[config.mk]
export PLATFORM = sky130hd
export DESIGN_NAME = mem_access
export DESIGN_NICKNAME = d
export VERILOG_FILES = /design/src/rtl/rv_pkg.sv /design/src/rtl/load_align.sv /design/src/rtl/mem_access.sv
export SDC_FILE = /design/constraint.sdc
export NUM_CORES = 1
export LEC_CHECK = 0
export ABC_AREA = 1
export CORE_ASPECT_RATIO = 1.1
export CORE_MARGIN = 2
export CORE_UTILIZATION = 25
export CTS_BUF_LIST = sky130_fd_sc_hd__clkbuf_4
export CTS_CLUSTER_DIAMETER = 50
export DETAILED_ROUTE_END_ITERATION = 8
export SYNTH_ARGS = -nofsm -noshare
export SYNTH_HDL_FRONTEND = slang
export SYNTH_SLANG_ARGS = --single-unit
[constraint.sdc]
create_clock -name CLK -period 1.5 [get_ports CLK]
set_clock_uncertainty 0.15 [all_clocks]
set_input_delay 0.225 -clock CLK [delete_from_list [all_inputs] [get_ports CLK]]
set_output_delay 0.225 -clock CLK [all_outputs]
set_load 0.1 [all_outputs]
[src/rtl/rv_pkg.sv]
// rtl/rv_pkg.sv - shared RV32I opcodes, load/store funct3 encodings and memory-stage FSM states
package rv_pkg;

  localparam logic [6:0] LUI   = 7'b0110111;
  localparam logic [6:0] AUIPC = 7'b0010111;
  localparam logic [6:0] JAL   = 7'b1101111;
  localparam logic [6:0] JALR  = 7'b1100111;
  localparam logic [6:0] BCC   = 7'b1100011;
  localparam logic [6:0] LCC   = 7'b0000011;
  localparam logic [6:0] SCC   = 7'b0100011;
  localparam logic [6:0] MCC   = 7'b0010011;
  localparam logic [6:0] RCC   = 7'b0110011;
  localparam logic [6:0] SYS   = 7'b1110011;

  localparam logic [2:0] F3_B  = 3'b000;
  localparam logic [2:0] F3_H  = 3'b001;
  localparam logic [2:0] F3_W  = 3'b010;
  localparam logic [2:0] F3_BU = 3'b100;
  localparam logic [2:0] F3_HU = 3'b101;

  typedef enum logic {
    ST_IDLE = 1'b0,
    ST_BUSY = 1'b1
  } mem_state_e;

  function automatic logic opc_writes_rd(input logic [6:0] opc);
    case (opc)
      LUI, AUIPC, JAL, JALR, MCC, RCC, LCC: return 1'b1;
      default:                              return 1'b0;
    endcase
  endfunction

endpackage

[src/rtl/load_align.sv]
// rtl/load_align.sv - shifts the read word down to the addressed byte and sign/zero extends it
module load_align
  import rv_pkg::*;
(
  input  logic [31:0] datai_i,
  input  logic [1:0]  off_i,
  input  logic [2:0]  funct3_i,
  output logic [31:0] data_o
);

  logic [31:0] shifted;

  assign shifted = datai_i >> {off_i, 3'b000};

  always_comb begin
    data_o = shifted;
    case (funct3_i)
      F3_B:    data_o = {{24{shifted[7]}}, shifted[7:0]};
      F3_H:    data_o = {{16{shifted[15]}}, shifted[15:0]};
      F3_BU:   data_o = {24'h0, shifted[7:0]};
      F3_HU:   data_o = {16'h0, shifted[15:0]};
      default: data_o = shifted;
    endcase
  end

endmodule

[src/rtl/mem_access.sv]
// rtl/mem_access.sv - RV32I memory-access stage: DRD/DWR/DACK bus handshake, stall and MEM_WB register
// Optional misaligned-access trap enabled by defining MEM_MISALIGN_CHECK_EN
module mem_access
  import rv_pkg::*;
#(
  parameter int TIMEOUT_CYCLES = 255
) (
  input  logic        CLK,
  input  logic        RES,
  input  logic [31:0] EX_MEM_pc,
  input  logic [31:0] EX_MEM_inst,
  input  logic [31:0] EX_MEM_alu,
  input  logic [31:0] EX_MEM_rs2,
  input  logic [4:0]  EX_MEM_rd,
  input  logic        EX_MEM_is_load,
  input  logic        EX_MEM_is_store,
  input  logic        EX_MEM_is_jal,
  input  logic        EX_MEM_is_jalr,
  input  logic [31:0] DATAI,
  input  logic        DACK,
  output logic [31:0] DADDR,
  output logic [31:0] DATAO,
  output logic [3:0]  BE,
  output logic        DRD,
  output logic        DWR,
  output logic        STALL,
  output logic        BUS_ERR,
  output logic        MISALIGN,
  output logic [31:0] MEM_WB_inst,
  output logic [4:0]  MEM_WB_rd,
  output logic [31:0] MEM_WB_data,
  output logic        MEM_WB_we
);

  mem_state_e  state_q;
  logic [7:0]  cnt_q;
  logic [31:0] daddr_q, datao_q, wb_inst_q, wb_data_q;
  logic [3:0]  be_q;
  logic        drd_q, dwr_q, misalign_q, wb_we_q;
  logic [2:0]  f3_q;
  logic [1:0]  off_q;
  logic [4:0]  wb_rd_q;

  logic [6:0]  opcode;
  logic [2:0]  funct3;
  logic [1:0]  off;
  logic        mem_op, misalign_c, issue, busy, timeout;
  logic [3:0]  be_d;
  logic [31:0] datao_d, pt_data_d, load_data;
  logic        pt_we_d;

  assign opcode  = EX_MEM_inst[6:0];
  assign funct3  = EX_MEM_inst[14:12];
  assign off     = EX_MEM_alu[1:0];
  assign mem_op  = (EX_MEM_is_load | EX_MEM_is_store) && (EX_MEM_inst != 32'h0);
  assign busy    = (state_q == ST_BUSY);
  assign timeout = busy && (cnt_q == 8'(TIMEOUT_CYCLES - 1));
  assign issue   = !busy && mem_op && !misalign_c;

`ifdef MEM_MISALIGN_CHECK_EN
  always_comb begin
    misalign_c = 1'b0;
    if (mem_op) begin
      case (funct3[1:0])
        2'b01:   misalign_c = off[0];
        2'b10:   misalign_c = (off != 2'b00);
        default: misalign_c = 1'b0;
      endcase
    end
  end
`else
  assign misalign_c = 1'b0;
`endif

  // Loads read the whole word; lane selection happens on the return path.
  always_comb begin
    be_d    = 4'b1111;
    datao_d = 32'h0;
    if (!EX_MEM_is_load) begin
      case (funct3[1:0])
        2'b00: begin
          be_d    = 4'b0001 << off;
          datao_d = {4{EX_MEM_rs2[7:0]}};
        end
        2'b01: begin
          be_d    = 4'b0011 << {off[1], 1'b0};
          datao_d = {2{EX_MEM_rs2[15:0]}};
        end
        default: begin
          be_d    = 4'b1111;
          datao_d = EX_MEM_rs2;
        end
      endcase
    end
  end

  assign pt_data_d = (EX_MEM_is_jal | EX_MEM_is_jalr) ? (EX_MEM_pc + 32'd4) : EX_MEM_alu;
  assign pt_we_d   = (EX_MEM_rd != 5'd0) && opc_writes_rd(opcode);

  load_align u_load_align (
    .datai_i  (DATAI),
    .off_i    (off_q),
    .funct3_i (f3_q),
    .data_o   (load_data)
  );

  // MEM_WB defaults to a bubble; only pass-through and load completion overwrite it.
  always_ff @(posedge CLK or negedge RES) begin
    if (!RES) begin
      state_q    <= ST_IDLE;
      cnt_q      <= 8'h0;
      daddr_q    <= 32'h0;
      datao_q    <= 32'h0;
      be_q       <= 4'h0;
      drd_q      <= 1'b0;
      dwr_q      <= 1'b0;
      f3_q       <= 3'h0;
      off_q      <= 2'h0;
      misalign_q <= 1'b0;
      wb_inst_q  <= 32'h0;
      wb_rd_q    <= 5'h0;
      wb_data_q  <= 32'h0;
      wb_we_q    <= 1'b0;
    end else begin
      misalign_q <= 1'b0;
      wb_inst_q  <= 32'h0;
      wb_rd_q    <= 5'h0;
      wb_data_q  <= 32'h0;
      wb_we_q    <= 1'b0;
      case (state_q)
        ST_IDLE: begin
          if (issue) begin
            daddr_q <= {EX_MEM_alu[31:2], 2'b00};
            be_q    <= be_d;
            datao_q <= datao_d;
            f3_q    <= funct3;
            off_q   <= off;
            drd_q   <= EX_MEM_is_load;
            dwr_q   <= !EX_MEM_is_load;
            cnt_q   <= 8'h0;
            state_q <= ST_BUSY;
          end else if (mem_op) begin
            misalign_q <= 1'b1;
          end else begin
            wb_inst_q <= EX_MEM_inst;
            wb_rd_q   <= EX_MEM_rd;
            wb_data_q <= pt_data_d;
            wb_we_q   <= pt_we_d;
          end
        end
        ST_BUSY: begin
          if (DACK) begin
            drd_q   <= 1'b0;
            dwr_q   <= 1'b0;
            state_q <= ST_IDLE;
            if (drd_q) begin
              wb_inst_q <= EX_MEM_inst;
              wb_rd_q   <= EX_MEM_rd;
              wb_data_q <= load_data;
              wb_we_q   <= (EX_MEM_rd != 5'd0);
            end
          end else if (timeout) begin
            drd_q   <= 1'b0;
            dwr_q   <= 1'b0;
            state_q <= ST_IDLE;
          end else begin
            cnt_q <= cnt_q + 8'd1;
          end
        end
        default: state_q <= ST_IDLE;
      endcase
    end
  end

  assign DADDR       = daddr_q;
  assign DATAO       = datao_q;
  assign BE          = be_q;
  assign DRD         = drd_q;
  assign DWR         = dwr_q;
  assign MISALIGN    = misalign_q;
  assign STALL       = RES & (issue | (busy & ~DACK & ~timeout));
  assign BUS_ERR     = busy & timeout & ~DACK;
  assign MEM_WB_inst = wb_inst_q;
  assign MEM_WB_rd   = wb_rd_q;
  assign MEM_WB_data = wb_data_q;
  assign MEM_WB_we   = wb_we_q;

endmodule

==> metrics.md <==
| Metric | Value |
|---|---|
| Status | `complete, but fails checks` |
| Failing checks | `setup timing` |
| Hold WS | `0.0433 ns` |
| Post-DRT Antenna Nets | `0` |
| Post-synth EDFFs | `0` |
| Initial Utilization | `0.253` |
| GRT Overall Usage | `0.203` |
| Placer Congestion | `0.894` |
| Library cells used by synthesis | `37` |
| Synth Cell Area | `0.00815 mm^2` |
| Slew at the pin closest to its max-slew limit | `0.546 ns` |
| Clock root buffer | `clkbuf_4` |
| Clock-pin slew on the worst setup and hold paths | `~0.16 ns` |
| First-pass GRT wire length | `52800 um` |
| CTS tree | `built` |
| Max-slew violations | `0` |
| Seq cells post-synth | `roughly 150` |
| Share of the synthesized area in the top cell type | `0.470` |
| Final hold violation count | `0` |
| CP Max Fanout | `4` |
| Asr flop ratio synth | `1.00` |
| Final wirelength | `around 35000 um` |
| Synth Area in Compound Gates | `0.0932` |
| Largest area contributor in the synthesized netlist | `dfrtp_1` |
| Adder-cell share of the synthesized area | `0.00461` |
| Power Density | `1480 mW/mm^2` |
| Routing usage on met3 | `0.0548` |
| Crit share post-route | `1.50` |
| Synth Area in Simple Gates | `0.337` |
| Die X | `176 um` |
| Worst-Skew Late Latency | `a little under 0.6 ns` |
| CP required | `1.12 ns` |
| RSZ-0062 raised after global routing | `yes` |
| Register area | `approximately 0.0038 mm^2` |
| Layout area overhead | `89.5%` |
| Io pins | `about 320` |
| Syn avg cell area | `~7.4 um^2` |
| Area occupied by multi-input gates | `0.00420 mm^2` |
| Slack of the critical path | `-0.748 ns` |
| Worst R2R Path Depth | `11` |
| Longest Clk Path Bufs | `2` |
| Die area | `0.0341 mm^2` |
| First DRT Iteration DRCs | `roughly 530` |
| Syn Inst Count | `about 1100` |
| GR Overflow Total | `0` |
| DRC viols | `0` |
| DIE HEIGHT | `193 um` |
| Post-synthesis sequential area ratio | `0.470` |
| # nets final | `1749` |
| Crit path capture type | `primary output` |
| M2 GR Usage | `0.357` |
| Endpoints failing setup | `293` |
| Crit start category | `flip-flop` |
| Critical path class | `flip-flop to primary output` |
| H-tree depth | `4` |
| Most frequent cell after synthesis | `nand2_1` |
| MaxCap Viol Count | `0` |
| Synth warn | `0` |
| Mux cell area share after synthesis | `0.0123` |
| Post-route minimum period | `2.25 ns` |
| Lkg Pwr | `7.21 nW` |
| FP Rows | `69` |
| PortBufs | `312` |
| Worst slack at placement | `-1.05 ns` |
| Largest net degree at the start of global routing | `82` |
| Via density | `4.49` |
| Vias | `9075` |
| Top FF cell, synth | `dfrtp_1` |
| DR pass1 iterations | `5` |
| Detail Placement HPWL | `26700 um` |
| Largest family of logic cells by synthesized area | `simple AND/OR/NAND/NOR gates` |
| Max VDD drop | `1.02 mV` |
| Type of the worst min-delay path | `input port to async pin` |
| Routed length per instance | `17.1 um` |
| Vias in the first global route | `9277` |
| Fmax | `445 MHz` |
| GR Util met1 | `0.228` |
| Post-Synth XOR/XNOR Area | `0.0118` |
| Core Area | `0.0322 mm^2` |
| Worst EP arrival | `1.87 ns` |
| R2r setup slk | `-0.39 ns` |
| Initial antenna violation count | `9` |
| Largest cells by area after synthesis | `dfrtp_1 47%, nand2_1 17%, nand3_1 6.4%, nor2_1 5.0%, o21ai_0 4.7%` |
| TritonCTS Buffers | `17` |
| CTS sink cnt | `153` |
| Synth top cells by count | `376 x nand2_1, 153 x dfrtp_1, 109 x nor2_1` |
| Fillers | `3030` |
| Most Used Layer, Global Route | `met2` |
| Layout cells sized above 1 | `0.296` |
| Relative slew slack | `0.636` |
==> area by class of cell <==
type                    count  share of cell area
repair buffers            495               0.405
inverters                  87              0.0224
well taps                 426              0.0345
flip-flops and latches    153               0.248
multi-input cells         820               0.272
diodes                     10             0.00162
clock buffers              18             0.00875
clock inverters            14             0.00721
==> kinds of logic after synthesis <==
| family | after synthesis |
|---|---|
| buf+inv | 139 |
| simple gates | 653 |
| other cells | 1 |
| xor+xnor | 11 |
| flops | 153 |
| compound gates | 138 |
| fa+ha+maj | 3 |
| mux | 10 |
==> routing by layer <==
layer / up-vias / part of all wire
li1: 4477 / -
met4: 0 / 0.039
met1: 4216 / 0.38
met3: 67 / 0.073
met2: 315 / 0.51
met5: - / 0
==> worst max-delay path, stage by stage, from the launching register on <==
cell	delay [ns]
dfrtp_1	0.40
buf_6	0.13
clkinvlp_4	0.16
nor2_2	0.13
nand2_2	0.09
a21boi_4	0.19
buf_12	0.19
==> registers in the layout, summed over array words and instances, names as in the netlist <==
register / count
BE: 4
cnt_q: 8
off_q: 2
DADDR: 30
MEM_WB_rd: 5
DATAO: 32
MEM_WB_inst: 32
MEM_WB_data: 32
DRD: 1
DWR: 1
MISALIGN: 1
busy: 1
MEM_WB_we: 1
f3_q: 3
==> cell usage in the layout, fill, tap and decap left out, types with 4 or more instances in the layout <==
master | netlist | final
inv_6 | 0 | 5
xor2_1 | 6 | 6
diode_2 | 0 | 10
o31ai_4 | 0 | 4
clkdlybuf4s50_1 | 0 | 170
nor2_1 | 109 | 101
nand3_2 | 2 | 11
nand3_1 | 104 | 88
clkbuf_4 | 0 | 18
nand2_4 | 0 | 8
o211ai_1 | 14 | 14
a21oi_1 | 32 | 32
nand4_1 | 6 | 6
mux2i_1 | 10 | 6
nand3_4 | 0 | 8
nor3_1 | 8 | 8
dfrtp_1 | 153 | 151
nor2_2 | 23 | 27
or2_2 | 21 | 21
buf_6 | 3 | 15
inv_1 | 84 | 81
buf_4 | 3 | 139
xnor2_1 | 5 | 5
dlygate4sd3_1 | 0 | 11
nand2_2 | 0 | 20
clkinvlp_4 | 0 | 4
nor2_4 | 1 | 6
o21ai_0 | 76 | 41
o21ai_1 | 3 | 35
nand2_1 | 376 | 348
buf_12 | 0 | 155
==> through the flow <==
| step | utilization | cell area, um^2 | power [mW] | setup TNS (ns) | instances |
|---|---|---|---|---|---|
| 6_report | 0.480 | 15400 | 22.8 | -41.23 | 2023 |
| 5_1_grt | 0.479 | 15400 | 23.9 | -64.28 | 2021 |
| 4_1_cts | 0.466 | 15000 | 22.3 | -44.67 | 2004 |
| 3_5_place_dp | 0.442 | 14200 | 19.2 | -121.37 | 1942 |
| 3_3_place_gp | 0.442 | 14200 | 19.1 | -116.80 | 1942 |
| 2_1_floorplan | - | 8250 | 13.4 | -18.95 | 1110 |
==> worst paths after layout <==
path                                 start         endpoint
max                                   busy            STALL
min                                    RES        DATAO[10]
max reg2reg                           busy        DADDR[17]
min reg2reg                        f3_q[2]          f3_q[2]
max in group asynchronous              RES  MEM_WB_data[14]
min in group CLK           EX_MEM_inst[10]  MEM_WB_inst[10]
==> repair_timing <==
action                                  in CTS  in global routing
pin swaps                                   14                 24
hold buffers                                11                  0
hold endpoints to repair                   163                  0
gates resized for setup                     88                 78
endpoints found under the setup margin     293                293
cloned                                       5                  2
setup buffers                               14                  7
==> report_power, final <==
part | internal (mW) | leakage, nW | switching, mW | total (mW)
Combinational | 5.49 | 5.08 | 9.09 | 14.6
Sequential | 4.97 | 2.00 | 0.896 | 5.86
Clock | 0.704 | 0.128 | 1.70 | 2.41
(Power assumes the default switching activity.)
